### config.mk
export PLATFORM = sky130hd
export DESIGN_NAME = serial_word_tx
export DESIGN_NICKNAME = d
export VERILOG_FILES = /design/src/rtl/serial_pkg.sv /design/src/rtl/serial_half_timer.sv /design/src/rtl/serial_word_tx.sv
export SDC_FILE = /design/constraint.sdc
export NUM_CORES = 1
export LEC_CHECK = 0
export CAP_MARGIN = 5
export CORE_UTILIZATION = 40
export CTS_CLUSTER_SIZE = 20
export DETAILED_ROUTE_END_ITERATION = 7
export PLACE_DENSITY = 0.65
export SLEW_MARGIN = 15
export SYNTH_ARGS = -nofsm -noshare
export SYNTH_HDL_FRONTEND = slang
export SYNTH_SLANG_ARGS = --single-unit
### constraint.sdc
create_clock -name Clk -period 2 [get_ports Clk]
set_input_delay 0.4 -clock Clk [delete_from_list [all_inputs] [get_ports Clk]]
set_output_delay 0.4 -clock Clk [all_outputs]
set_load 0.02 [all_outputs]
### src/rtl/serial_pkg.sv
//==============================================================================
// Module      : serial_pkg
// Description : Shared constants for the serial word transmitter and the
//               matching receiver: FSM state encoding and default sizing.
// Revision    : 1.0 - initial release
//==============================================================================
`default_nettype none

package serial_pkg;

  // Transmitter FSM state encoding
  localparam logic [1:0] TX_IDLE  = 2'd0;
  localparam logic [1:0] TX_SHIFT = 2'd1;
  localparam logic [1:0] TX_GAP   = 2'd2;

  // Default word size and serial clock divider, shared by TX and RX
  localparam int SER_WIDTH_DEFAULT = 8;
  localparam int SER_DIV_DEFAULT   = 4;

endpackage

`default_nettype wire

### src/rtl/serial_half_timer.sv
//==============================================================================
// Module      : serial_half_timer
// Description : Loadable down-counter spanning DIV clock cycles. Tc is high
//               in the last cycle of the span (count at zero). Once expired
//               the counter parks at zero until it is loaded again.
// Revision    : 1.0 - initial release
//==============================================================================
`default_nettype none

module serial_half_timer #(
  parameter int DIV = 4
) (
  input  logic Clk,
  input  logic Reset,
  input  logic Load,
  output logic Tc
);

  localparam int                 c_CNT_W = (DIV > 1) ? $clog2(DIV) : 1;
  localparam logic [c_CNT_W-1:0] c_LOAD  = c_CNT_W'(DIV - 1);
  localparam logic [c_CNT_W-1:0] c_ONE   = c_CNT_W'(1);

  logic [c_CNT_W-1:0] r_cnt;

  // Reload on request, otherwise count down and hold at zero
  always_ff @(posedge Clk or posedge Reset) begin
    if (Reset) begin
      r_cnt <= '0;
    end else if (Load) begin
      r_cnt <= c_LOAD;
    end else if (r_cnt != '0) begin
      r_cnt <= r_cnt - c_ONE;
    end
  end

  assign Tc = (r_cnt == '0);

endmodule

`default_nettype wire

### src/rtl/serial_word_tx.sv
//==============================================================================
// Module      : serial_word_tx
// Description : Parallel-to-serial transmitter. Accepts a word on a
//               Valid/Ready handshake and sends it MSB first with a generated
//               serial clock (data stable across the SerClk rising edge), a
//               frame strobe over the data phase, a DIV-cycle gap and a
//               one-cycle Done pulse. All outputs are registered.
// Revision    : 1.0 - initial release
//==============================================================================
`default_nettype none

module serial_word_tx
  import serial_pkg::*;
#(
  parameter int WIDTH = SER_WIDTH_DEFAULT,
  parameter int DIV   = SER_DIV_DEFAULT
) (
  input  logic             Clk,
  input  logic             Reset,
  input  logic [WIDTH-1:0] Data,
  input  logic             Valid,
  output logic             Ready,
  output logic             SerClk,
  output logic             SerData,
  output logic             SerFrame,
  output logic             Done
);

  localparam int                 c_BIT_W    = $clog2(WIDTH + 1);
  localparam logic [c_BIT_W-1:0] c_LAST_BIT = c_BIT_W'(WIDTH - 1);
  localparam logic [c_BIT_W-1:0] c_BIT_ONE  = c_BIT_W'(1);

  logic [1:0]         r_state;
  logic [WIDTH-1:0]   r_shift;
  logic [c_BIT_W-1:0] r_bit;
  logic               r_ready;
  logic               r_serclk;
  logic               r_serdata;
  logic               r_frame;
  logic               r_done;

  logic               w_tc;
  logic               w_accept;
  logic               w_timer_load;
  logic [WIDTH-1:0]   w_shift_next;

  // Handshake only while idle; the timer restarts on every half-period end
  assign w_accept     = (r_state == TX_IDLE) && Valid;
  assign w_timer_load = w_accept || ((r_state != TX_IDLE) && w_tc);
  assign w_shift_next = r_shift << 1;

  serial_half_timer #(
    .DIV (DIV)
  ) u_half_timer (
    .Clk   (Clk),
    .Reset (Reset),
    .Load  (w_timer_load),
    .Tc    (w_tc)
  );

  // Transmit FSM: load, shift out one bit per two half-periods, gap, done
  always_ff @(posedge Clk or posedge Reset) begin
    if (Reset) begin
      r_state   <= TX_IDLE;
      r_shift   <= '0;
      r_bit     <= '0;
      r_ready   <= 1'b1;
      r_serclk  <= 1'b0;
      r_serdata <= 1'b0;
      r_frame   <= 1'b0;
      r_done    <= 1'b0;
    end else begin
      r_done <= 1'b0;
      case (r_state)
        TX_IDLE: begin
          if (Valid) begin
            r_state   <= TX_SHIFT;
            r_shift   <= Data;
            r_bit     <= '0;
            r_ready   <= 1'b0;
            r_frame   <= 1'b1;
            r_serclk  <= 1'b0;
            r_serdata <= Data[WIDTH-1];
          end
        end
        TX_SHIFT: begin
          if (w_tc) begin
            if (!r_serclk) begin
              // Mid-bit: raise the serial clock, data already stable
              r_serclk <= 1'b1;
            end else if (r_bit == c_LAST_BIT) begin
              // End of last bit: drop everything and enter the gap
              r_serclk  <= 1'b0;
              r_serdata <= 1'b0;
              r_frame   <= 1'b0;
              r_shift   <= '0;
              r_bit     <= '0;
              r_state   <= TX_GAP;
            end else begin
              // Bit boundary: clock low and present the next bit together
              r_serclk  <= 1'b0;
              r_shift   <= w_shift_next;
              r_serdata <= w_shift_next[WIDTH-1];
              r_bit     <= r_bit + c_BIT_ONE;
            end
          end
        end
        TX_GAP: begin
          if (w_tc) begin
            r_state <= TX_IDLE;
            r_ready <= 1'b1;
            r_done  <= 1'b1;
          end
        end
        default: begin
          r_state   <= TX_IDLE;
          r_ready   <= 1'b1;
          r_serclk  <= 1'b0;
          r_serdata <= 1'b0;
          r_frame   <= 1'b0;
        end
      endcase
    end
  end

  assign Ready    = r_ready;
  assign SerClk   = r_serclk;
  assign SerData  = r_serdata;
  assign SerFrame = r_frame;
  assign Done     = r_done;

endmodule

`default_nettype wire
# == Yosys cells after proc, flatten, opt, wreduce, memory -nomap -nowiden ==
# Index checks and enable logic that the tools add are counted.
# classes
addsub,2
bitwise_logic,2
n_reduce_logical,15
eq_ne,8
n_mux,36
# op_table
op,count
2-to-1 mux 7 bit,4
2-to-1 mux 4 bit,4
2-to-1 mux 1 bit,14
2-to-1 mux 2 bit,7
one-hot mux 7 bit (2 select lines),1
one-hot mux 1 bit (3 select lines),4
"!= test 2 bit, second input constant",5
AND reduction 5 bit,2
one-hot mux 4 bit (2 select lines),1
AND reduction 4 bit,2
nonzero test 2 bit,4
one-hot mux 2 bit (3 select lines),1
AND reduction 3 bit,2
"adder 4 x 1 -> 4 bit, second input constant",1
"== test 4 x 3 -> 1 bit, second input constant",1
logical NOT 2 bit,2
"== test 2 x 1 -> 1 bit, second input constant",1
"== test 2 bit, second input constant",1
logical AND 1 bit,2
NOT 1 bit,2
"subtractor 2 x 1 -> 2 bit, second input constant",1
logical OR 1 bit,1
# word_totals
elab_cells,72
in_bits,11
ff_bits,20

# == Logic depth before layout (Yosys ltp) ==
# logic_depth
word_depth,5
mapped_depth,5
depth_no_buf,5

# == Modules after synthesis ==
# A second synthesis with hierarchy kept.
# hier_totals
cells_unflattened,102
hier_area_um2,1109.8
# by_module_without_submodules
mod,area_per_inst_um2,seq_area_each_um2,n_inst,cells_per_inst
serial_word_tx,1001.0,451.7,1,91
serial_half_timer,108.9,50.0,1,11

# == Worst setup path after synthesis ==
# OpenSTA, ideal clock, no wires.
# synth_path
path_type,reg-to-reg
startpoint,register u_half_timer.r_cnt[0]
endpoint,register r_shift[1]
setup_slack_ns,0.429
arrival_ns,1.446
required_ns,1.875
stages_incl_launch_ff,6
setup_time_ns,0.125
path_cell_list,dfrtp_1 inv_1 ha_1 nand3_1 a21oi_4 mux2_2
# synth_between
elab_chain_cells,3
# synth_lines
element,line_no,text
"start, declared",serial_half_timer.sv:23,logic [c_CNT_W-1:0] r_cnt;
"start signal, assigned",serial_half_timer.sv:30,r_cnt <= c_LOAD;
"start signal, assigned",serial_half_timer.sv:32,r_cnt <= r_cnt - c_ONE;
logical NOT 2 bit,serial_half_timer.sv:36,assign Tc = (r_cnt == '0);
!= test 2 bit (no line),n/a,
AND reduction 4 bit (no line),n/a,
"end signal, assigned",serial_word_tx.sv:78,r_shift <= Data;
"end signal, assigned",serial_word_tx.sv:102,r_shift <= w_shift_next;
"end, declared",serial_word_tx.sv:34,logic [WIDTH-1:0] r_shift;
# Every way passes these cells.
# A chain may end at the register's enable or synchronous reset.

# == Worst setup path after layout ==
# layout_path
startpoint,"register r_ready, in the netlist Ready"
endpoint,output Ready
# layout_rtl
element,line_no,text
"start, declared",serial_word_tx.sv:36,logic r_ready;
"start signal, assigned",serial_word_tx.sv:67,r_ready <= 1'b1;
"start signal, assigned",serial_word_tx.sv:80,r_ready <= 1'b0;
"start signal, assigned",serial_word_tx.sv:111,r_ready <= 1'b1;
"end, declared",serial_word_tx.sv:22,"output logic Ready,"
# No word-level cell between the ends.

==> impl_metrics.tcl <==
set metrics [dict create \
    status "finished clean" \
    wl_um 2140 \
    clock_skew_ns 0.00364 \
    yosysSeqAreaShare 0.462 \
    synth_top_area_cell "dfrtp_1" \
    path_depth 1 \
    crit_path_end_kind "output port" \
    n_antenna_cell 0 \
    viasPerCell 5.64 \
    placed_cells 143 \
    cts_inserted_buffers 3 \
    ir_drop_mv 0.424 \
    crit_family "buffers and inverters" \
    crit_buf_inv 1 \
    ctsHoldBuffers 0 \
    synth_compound_area_frac 0.173 \
    clock-root-buffer "clkbuf_4" \
    layout_commonest_cell "dfrtp_1" \
    ctsResizeCount 0 \
    reg2reg_depth 5 \
    post-route-period-util 0.925 \
    path_cells "clkdlybuf4s50_1" \
    grt_pass1_vias 757 \
    drt_pass1_iterations 4 \
    report.final.slew_viol_count 0 \
    grt_antenna_before_repair 0 \
    post-cts-setup-buffers 0 \
    synth_mux_area_frac 0.0899 \
    cp.required_ns 1.60 \
    tns_ns 0 \
    fp.dieW_um 54.1 \
    min_path_type "in -> async" \
    ys_ff_latch 20 \
    io_buffers 15 \
    dpl_cell_area_mm2 0.00126 \
    netlist_area_mm2 0.00109 \
    rows 18 \
    layout_common_cells "dfrtp_1 (19), clkdlybuf4s50_1 (15), inv_1 (9)" \
    synth-edff-count 0 \
    overflow 0 \
    final_cells 147 \
    synth-xor-area-share 0.0161 \
    worstSetupStartpointType "flip-flop" \
    fin_crit_ns 1.85 \
    crit_end "Ready" \
    regToRegEndpoint "r_shift[1]" \
    drive_gt1_frac 0.128 \
    cts_tree "yes" \
    timing_worst_setup_path_type "reg -> out" \
    yosysWarnings 0 \
    slew-limit-headroom 0.682 \
    ios 16 \
    cpPeakStageDelay_ns 0.59 \
    synthTopCellsByArea "dfrtp_1 (44%), o2bb2ai_1 (6.5%), mux2_2 (5.2%)" \
    maxCapViolations 0 \
    dp_hpwl_um 1510 \
    syn-instance-count 100 \
    rsz0062_at_grt "false" \
    cp.arrival_ns 1.45 \
    synth_cell_types 34 \
    tightestPinTransition_ns 0.477 \
    gp_congestion 0.786 \
    cp_max_fo 3 \
    clk_path_buf_depth 2 \
    initial_core_util 0.431 \
    grtUsageTotal 0.179 \
    area_delta_synth_final_pct 19.6 \
    hold_violations 0 \
    ant_nets 0 \
    clk_latency_ns 0.30 \
    grt_pass1_wl_um 3570 \
    drc 0 \
    r2r-start "u_half_timer.r_cnt[0]" \
    clkTransAtPathRegs_ns 0.11 \
    synthArstFlopShare 1.00 \
    ff2ff_setup_slack_ns 0.24 \
    cts_max_level 1 \
    synth_nets 114 \
    fp.coreArea_mm2 0.00252 \
    grt_max_degree 21 \
    synthAdderAreaFrac 0.0346 \
    fin_area_mm2 0.00130 \
    num-nets-final 132 \
    die_area_mm2 0.00293 \
    setup_viol 0 \
    synth_top_family_by_area "compound AO/OA/AOI/OAI gates" \
    syn_avg_cell_area_um2 10.9 \
    wl_per_cell_um 14.5 \
    cp_slowest_cell "clkdlybuf4s50_1" \
    drt_iter0_drc 16 \
    die_h_um 54.1 \
    p_leak_nw 0.575 \
    ys.flop_type "dfrtp_1" \
    vias 829 \
    crit_start "Ready" \
    fmax_mhz 540 \
    powerDensity_mw_per_mm2 589 \
    synth_top_area_share 0.438 \
    cts.sink_count 20 \
    synth-simple-area-share 0.162 \
]
==> cells in the mapped netlist (2+ instances only) <==
library cell and instances:
dfrtp_1 19, inv_1 9, o2bb2ai_1 8, nand3b_1 7
nor2_1 6, mux2_2 5, nand2_1 5, buf_2 3
ha_1 3, mux2i_1 3, nor4_1 3, o32ai_1 3
a21o_1 2, nand2b_1 2, nand3_1 2, nor2b_1 2
==> state kept, by name, summed over array words and instances (netlist names) <==
| signal | count |
|---|---|
| Ready | 1 |
| SerFrame | 1 |
| Done | 1 |
| SerClk | 1 |
| r_bit | 4 |
| SerData | 1 |
| u_half_timer.r_cnt | 2 |
| r_shift | 7 |
| r_state | 2 |
==> how the worst min path moves through the flow <==
stage	start	to	slack, ns
2_1_floorplan	Reset	Done	0.36
3_3_place_gp	r_shift[5]	r_shift[5]	0.47
3_5_place_dp	SerData	SerData	0.49
4_1_cts	Reset	r_shift[2]	0.40
5_1_grt	Reset	r_state[0]	0.43
6_report	Reset	u_half_timer.r_cnt[0]	0.41
==> worst reg2reg max path, cell delays in order (launching register included) <==
cell	delay (ns)
dfrtp_1	0.40
inv_1	0.09
ha_1	0.25
nand3_1	0.17
a21oi_4	0.36
mux2_2	0.39
==> layer usage <==
metal  global-route usage  wire, um  up-vias
met1                0.249      1000      401
met4                0.103        31        0
met5                    0         0        -
met2                0.261       998       25
li1                     -         -      399
met3               0.0282       106        4
==> stage by stage <==
step | power (W) | utilization | hold slack, ns | worst slack [ns]
6_report | 0.000766 | 0.515 | 0.406 | 0.149
2_1_floorplan | 0.000496 | - | 0.363 | 0.429
5_1_grt | 0.000803 | 0.515 | 0.432 | 0.101
3_5_place_dp | 0.000536 | 0.500 | 0.485 | 0.113
4_1_cts | 0.000778 | 0.515 | 0.400 | 0.136
3_3_place_gp | 0.000533 | 0.500 | 0.472 | 0.157
==> report_power, final <==
group	switching (W)	internal, W	total [W]
clock network	0.000128	0.000111	0.000239
registers	0.00000979	0.000418	0.000428
logic	0.0000446	0.0000540	0.0000985
total	0.000182	0.000583	0.000766
==> area by class of cell <==
class	count	area (um2)
well taps	30	37.5
inverters	9	33.8
fillers	247	1220
clock buffers	4	36.3
flip-flops and latches	20	502
multi-input cells	66	517
repair buffers	18	173
==> logic make-up (layout without fill, tap and decap cells) <==
logic type	Yosys count	in the layout
flip-flops	20	20
AND/OR/NAND/NOR	30	30
AO/OA/AOI/OAI	22	22
buffers and inverters	14	31
XOR/XNOR	2	2
adder cells (fa/ha/maj)	3	3
multiplexers	9	9
Power figures use the tool's default switching activity.
